[config.mk]
export PLATFORM = sky130hd
export DESIGN_NAME = mc_ctrl
export DESIGN_NICKNAME = d
export VERILOG_FILES = /design/src/rtl/mc_ctrl.sv
export SDC_FILE = /design/constraint.sdc
export NUM_CORES = 1
export LEC_CHECK = 0
export CAP_MARGIN = 20
export CORE_MARGIN = 2
export CORE_UTILIZATION = 34
export CTS_BUF_LIST = sky130_fd_sc_hd__clkbuf_2
export CTS_CLUSTER_SIZE = 14
export DETAILED_ROUTE_END_ITERATION = 10
export PLACE_DENSITY = 0.88
export SLEW_MARGIN = 20
export SYNTH_ARGS = -nofsm -noshare
export SYNTH_HDL_FRONTEND = slang
export SYNTH_SLANG_ARGS = --single-unit
[constraint.sdc]
create_clock -name clk -period 1.88 [get_ports clk]
set_clock_uncertainty 0.1 [all_clocks]
set_input_delay 0.188 -clock clk [delete_from_list [all_inputs] [get_ports clk]]
set_output_delay 0.188 -clock clk [all_outputs]
set_load 0.1 [all_outputs]
[src/rtl/mc_ctrl.sv]
// Multi-cycle control unit for the MIPS-subset CPU (addu, subu, ori, lw, sw, beq, lui, j).
// Registered state only; every output is decoded combinationally from state, IR fields, Zero and reset.
module mc_ctrl (
  input  logic       clk,
  input  logic       reset,
  input  logic [5:0] op,
  input  logic [5:0] funct,
  input  logic       Zero,
  output logic       PCWr,
  output logic [1:0] NPCSel,
  output logic       IRWr,
  output logic       RegWr,
  output logic       RegDst,
  output logic       MemtoReg,
  output logic       MemWr,
  output logic       ALUSrc,
  output logic [1:0] ExtOp,
  output logic [3:0] ALUOp,
  output logic       InstrDone,
  output logic [3:0] state
);

  typedef enum logic [3:0] {
    FETCH  = 4'd0,
    DECODE = 4'd1,
    EXE    = 4'd2,
    MEM_RD = 4'd3,
    MEM_WR = 4'd4,
    WB_ALU = 4'd5,
    WB_MEM = 4'd6,
    BRANCH = 4'd7,
    JUMP   = 4'd8
  } state_t;

  localparam logic [5:0] OP_RTYPE = 6'b000000;
  localparam logic [5:0] OP_ORI   = 6'b001101;
  localparam logic [5:0] OP_LW    = 6'b100011;
  localparam logic [5:0] OP_SW    = 6'b101011;
  localparam logic [5:0] OP_BEQ   = 6'b000100;
  localparam logic [5:0] OP_LUI   = 6'b001111;
  localparam logic [5:0] OP_J     = 6'b000010;
  localparam logic [5:0] FN_ADDU  = 6'b100001;
  localparam logic [5:0] FN_SUBU  = 6'b100011;

  localparam logic [3:0] ALU_ADD = 4'b0000;
  localparam logic [3:0] ALU_SUB = 4'b0001;
  localparam logic [3:0] ALU_OR  = 4'b0010;

  localparam logic [1:0] EXT_ZERO = 2'b00;
  localparam logic [1:0] EXT_SIGN = 2'b01;
  localparam logic [1:0] EXT_HI   = 2'b10;

  localparam logic [1:0] NPC_SEQ = 2'b00;
  localparam logic [1:0] NPC_BR  = 2'b01;
  localparam logic [1:0] NPC_J   = 2'b10;

  state_t state_reg;

  logic is_rtype;
  logic is_addu;
  logic is_subu;
  logic is_ori;
  logic is_lw;
  logic is_sw;
  logic is_beq;
  logic is_lui;
  logic is_j;
  logic is_alu_wb;
  logic is_legal;

  logic [3:0] ins_aluop;
  logic       ins_alusrc;
  logic [1:0] ins_extop;

  // Instruction classification from the IR fields.
  always_comb begin
    is_rtype  = (op == OP_RTYPE);
    is_addu   = is_rtype && (funct == FN_ADDU);
    is_subu   = is_rtype && (funct == FN_SUBU);
    is_ori    = (op == OP_ORI);
    is_lw     = (op == OP_LW);
    is_sw     = (op == OP_SW);
    is_beq    = (op == OP_BEQ);
    is_lui    = (op == OP_LUI);
    is_j      = (op == OP_J);
    is_alu_wb = is_addu || is_subu || is_ori || is_lui;
    is_legal  = is_alu_wb || is_lw || is_sw || is_beq || is_j;
  end

  // Per-instruction ALU selects, held from EXE through the final state.
  always_comb begin
    ins_aluop  = ALU_ADD;
    ins_alusrc = 1'b0;
    ins_extop  = EXT_ZERO;
    if (is_subu) begin
      ins_aluop = ALU_SUB;
    end else if (is_ori) begin
      ins_aluop  = ALU_OR;
      ins_alusrc = 1'b1;
      ins_extop  = EXT_ZERO;
    end else if (is_lui) begin
      ins_alusrc = 1'b1;
      ins_extop  = EXT_HI;
    end else if (is_lw || is_sw) begin
      ins_alusrc = 1'b1;
      ins_extop  = EXT_SIGN;
    end
  end

  always_ff @(posedge clk) begin
    if (reset) begin
      state_reg <= FETCH;
    end else begin
      case (state_reg)
        FETCH:  state_reg <= DECODE;
        DECODE: begin
          if (is_alu_wb || is_lw || is_sw) state_reg <= EXE;
          else if (is_beq)                 state_reg <= BRANCH;
          else if (is_j)                   state_reg <= JUMP;
          else                             state_reg <= FETCH;
        end
        EXE: begin
          if (is_lw)      state_reg <= MEM_RD;
          else if (is_sw) state_reg <= MEM_WR;
          else            state_reg <= WB_ALU;
        end
        MEM_RD:  state_reg <= WB_MEM;
        default: state_reg <= FETCH;
      endcase
    end
  end

  assign state = state_reg;

  always_comb begin
    PCWr      = 1'b0;
    NPCSel    = NPC_SEQ;
    IRWr      = 1'b0;
    RegWr     = 1'b0;
    RegDst    = 1'b0;
    MemtoReg  = 1'b0;
    MemWr     = 1'b0;
    ALUSrc    = 1'b0;
    ExtOp     = EXT_ZERO;
    ALUOp     = ALU_ADD;
    InstrDone = 1'b0;
    case (state_reg)
      FETCH: begin
        IRWr = 1'b1;
        PCWr = 1'b1;
      end
      DECODE: begin
        InstrDone = !is_legal;
      end
      EXE, MEM_RD: begin
        ALUOp  = ins_aluop;
        ALUSrc = ins_alusrc;
        ExtOp  = ins_extop;
      end
      MEM_WR: begin
        ALUOp     = ins_aluop;
        ALUSrc    = ins_alusrc;
        ExtOp     = ins_extop;
        MemWr     = 1'b1;
        InstrDone = 1'b1;
      end
      WB_ALU: begin
        ALUOp     = ins_aluop;
        ALUSrc    = ins_alusrc;
        ExtOp     = ins_extop;
        RegWr     = 1'b1;
        RegDst    = is_rtype;
        InstrDone = 1'b1;
      end
      WB_MEM: begin
        ALUOp     = ins_aluop;
        ALUSrc    = ins_alusrc;
        ExtOp     = ins_extop;
        RegWr     = 1'b1;
        MemtoReg  = 1'b1;
        InstrDone = 1'b1;
      end
      BRANCH: begin
        ALUOp     = ALU_SUB;
        ExtOp     = EXT_SIGN;
        NPCSel    = NPC_BR;
        PCWr      = Zero;
        InstrDone = 1'b1;
      end
      JUMP: begin
        PCWr      = 1'b1;
        NPCSel    = NPC_J;
        InstrDone = 1'b1;
      end
      default: ;
    endcase
    // Reset squashes every architectural write, including a coinciding final state.
    if (reset) begin
      PCWr      = 1'b0;
      IRWr      = 1'b0;
      RegWr     = 1'b0;
      MemWr     = 1'b0;
      InstrDone = 1'b0;
    end
  end

endmodule

==> results of run 1 <==
-- logic make-up after synthesis --
family                 synth area share (%)
AO/OA/AOI/OAI                          21.7
XOR/XNOR                               1.85
buffers and inverters                  10.3
flip-flops                             16.9
other                                 0.793
AND/OR/NAND/NOR                        48.4
-- metrics by stage --
stage	cells	area, um2
2_1_floorplan	74	731
3_3_place_gp	130	1270
==> results.sh, run 1 <==
export IMPL_outcome="aborted with a tool error"
export IMPL_stop_stage="detailed placement"
export IMPL_error="[ERROR DPL-0033] detailed placement checks failed during check placement."
export IMPL_die_x_um=41.3
export IMPL_netlist_top_cells_area="dfxtp_1 (17%), nor3_1 (11%), nor2_1 (8.7%)"
export IMPL_start_util_pct=36.3
export IMPL_die_y_um=41.3
export IMPL_globalplace_congestion=0.794
export IMPL_top_level_ports=35
export IMPL_synth_largest_area_cell="dfxtp_1"
export IMPL_synth_edf_count=0
export IMPL_synth_cell_types=30
export IMPL_ys_warn_count=0
export IMPL_ys_top_cells_by_count="nor2_1 (11), nor3_1 (10), nand2_1 (5), o21ai_0 (5)"
export IMPL_hpwl_mm=2.20
export IMPL_synth_top_area_share_pct=16.9
export IMPL_ys_flop_type="dfxtp_1"
export IMPL_syn_area_um2=473
export IMPL_synthCells=73
export IMPL_yosys_register_bits=4
export IMPL_yosys_cell_count_top_type="nor2_1"
export IMPL_synth_seq_area_share_pct=16.9
export IMPL_io_buffers=32
export IMPL_async_flop_share_pct=0
export IMPL_rows=13
export IMPL_avgSynthCellArea_um2=6.48
==> inputs of run 2 (changes only) <==
Settings changed: CORE_AREA set to 2 2 63 65, CORE_MARGIN 2 to unset, CORE_UTILIZATION 34 to unset, CTS_BUF_LIST sky130_fd_sc_hd__clkbuf_2 to unset, CTS_CLUSTER_SIZE 14 to unset, DIE_AREA set to 0 0 65 67, PLACE_DENSITY 0.88 to unset, PLACE_DENSITY_LB_ADDON set to 0.15.
==> run 2 against run 1 <==
Net effect:
- synthesized cell count did not move
- area after synthesis did not move
- the run now ends clean
==> results.sh, run 2 <==
export IMPL_dieArea_um2=4360
export IMPL_netlist_top_cells_area="dfxtp_1 (17%), nor3_1 (11%), nor2_1 (8.7%)"
export IMPL_crit_required_ns=1.59
export IMPL_worst_path_max_delay_cell="clkdlybuf4s50_1"
export IMPL_synth_edf_count=0
export IMPL_track_usage_pct=9.53
export IMPL_startpoint_type="input port"
export IMPL_avgSynthCellArea_um2=6.48
export IMPL_num_vias=714
export IMPL_synth_top_area_share_pct=16.9
export IMPL_ys_top_cells_by_count="nor2_1 (11), nor3_1 (10), nand2_1 (5), o21ai_0 (5)"
export IMPL_grt_max_degree=10
export IMPL_crit_chain="clkdlybuf4s50_1 > or3_4 > buf_4 > nor3_4 > buf_12"
export IMPL_clk_path_buf_depth=2
export IMPL_rows=22
export IMPL_cts_tree="built"
export IMPL_die_x_um=65
export IMPL_hold_path_class="in2reg"
export IMPL_avgViaCountPerCell=4.18
export IMPL_outcome="finished clean"
export IMPL_internal_power_uw=311
export IMPL_wirelength_mm=1.92
export IMPL_p_comb_share_pct=45.6
export IMPL_cts_root_buffer="clkbuf_8"
export IMPL_antenna_found_initial=0
export IMPL_seqPwrFrac_pct=18.0
export IMPL_cts_buffers=3
export IMPL_layout_drive_gt1_share_pct=66.7
export IMPL_clk_latency_ns=0.22
export IMPL_async_flop_share_pct=0
export IMPL_dp_cells=164
export IMPL_max_freq_ghz=0.550
export IMPL_top_level_ports=35
export IMPL_final_common_cell="buf_4"
export IMPL_critPathCaptureType="output port"
export IMPL_ys_flop_type="dfxtp_1"
export IMPL_route_detailed_drc=0
export IMPL_overflow=0
export IMPL_nets=140
export IMPL_yosys_register_bits=4
export IMPL_start_util_pct=13.1
export IMPL_powerDensity_nw_per_um2=347
export IMPL_die_y_um=67
export IMPL_power_switching_uw=179
export IMPL_post_route_period_util_pct=96.6
export IMPL_grt_pass1_vias=678
export IMPL_path_clk_slew_ns=0.03
export IMPL_grt_pass1_wl_mm=3.18
export IMPL_grt_setup_unrepaired="true"
export IMPL_n_antenna_cell=0
export IMPL_globalplace_congestion=0.854
export IMPL_finalCriticalPeriod_ns=1.82
export IMPL_cts_sink_count=4
export IMPL_hold_viol=0
export IMPL_synth_seq_area_share_pct=16.9
export IMPL_syn_area_um2=473
export IMPL_routedWlPerCell_um=11.2
export IMPL_p_clk_share_pct=36.4
export IMPL_crit_path_max_fanout=5
export IMPL_ant_nets=0
export IMPL_leakagePower_nw=0.556
export IMPL_drv_cap=0
export IMPL_core_area_um2=3610
export IMPL_area_growth_synth_to_final_pct=199
export IMPL_postCtsHoldBufs=0
export IMPL_pre_cts_ws_ns=-0.345
export IMPL_first_iter_violations=14
export IMPL_setup_viol=0
export IMPL_slew_viol_final=0
export IMPL_largest_reg_flops=4
export IMPL_yosys_cell_count_top_type="nor2_1"
export IMPL_firstDrtPassIters=4
export IMPL_final_util_pct=39.2
export IMPL_hpwl_mm=1.56
export IMPL_critPathMaxStageDelay_ns=0.43
export IMPL_cts_htree_levels=1
export IMPL_synth_cell_types=30
export IMPL_io_buffers=32
export IMPL_sw_frac_of_total_pct=36.5
export IMPL_peakVddDrop_v=0.000214
export IMPL_ys_warn_count=0
export IMPL_arrival_ns=1.53
export IMPL_synth_largest_area_cell="dfxtp_1"
export IMPL_layout_common_cells="buf_4 (20), buf_12 (16), nor2_1 (8), nor3_4 (7)"
export IMPL_fin_ws_ns=0.0634
export IMPL_instances_no_fill=171
export IMPL_synthCells=73
export IMPL_critical_path_class="in2out"
run 2: layer usage:
layer	vias to the layer above	share of wire [%]	GRT usage, %
li1	362	-	-
met1	322	40	11.2
met2	30	52	16.2
met3	0	7.9	4.39
met4	0	0	1.33
met5	-	0	0
run 2: per-stage QoR:
stage          TNS (ns)  area (um2)  hold slack, ns  power [mW]
3_5_place_dp      -1.95        1320           0.610       0.307
4_1_cts         -0.0706        1390           0.306       0.493
6_report              0        1410           0.303       0.490
3_3_place_gp      -1.79        1320           0.607       0.304
5_1_grt         -0.0430        1410           0.336       0.520
2_1_floorplan     -1.22         731           0.255       0.220
run 2: critical path, delay by kind of cell:
| kind | cells | cell delay (ns) |
|---|---|---|
| buf+inv | 3 | 0.80 |
| simple gates | 2 | 0.55 |
run 2: layout make-up:
class                   count  area (um2)
well taps                  48        60.1
repair buffers             51         602
flip-flops and latches      4        95.1
fillers                   365        2190
inverters                   4        18.8
multi-input cells          61         597
clock buffers               3        41.3
run 2: repair_timing:
item	CTS	global route
buffers inserted	4	0
gates cloned	0	0
gates resized for setup	40	11
pin swaps	6	7
endpoints found under the setup margin	7	7
run 2: worst paths after layout:
check                               from  endpoint  slack, ns  depth (start not counted)
worst min register to register  state[1]  state[3]       0.62                          3
worst max register to register  state[2]  state[1]       0.47                          5
worst max-delay path               reset      IRWr       0.06                          5
worst min-delay path               op[2]  state[0]       0.30                          4
run 2: cells by family (layout without fill, tap and decap cells):
| kind of cell | Yosys count | count (layout) | synth area share (%) |
|---|---|---|---|
| XOR/XNOR | 1 | 1 | 1.85 |
| flip-flops | 4 | 4 | 16.9 |
| AND/OR/NAND/NOR | 44 | 44 | 48.4 |
| other | 1 | 2 | 0.793 |
| buffers and inverters | 9 | 58 | 10.3 |
| AO/OA/AOI/OAI | 14 | 14 | 21.7 |
run 2: power by group through the flow:
stage	Combinational, mW	Sequential (mW)	Clock (mW)
after detailed placement	0.217	0.0892	0
after floorplan	0.117	0.102	0
after global placement	0.215	0.0890	0
final	0.224	0.0883	0.178
after global routing	0.235	0.0890	0.196
after CTS	0.219	0.0881	0.186
Power figures use the tool's default switching activity.
==> inputs of run 3 (changes only) <==
Settings changed: ABC_CLOCK_PERIOD_IN_PS set to 1880.
==> results of run 3 <==
Final layout, timing and power as in run 2 (identical DEF).
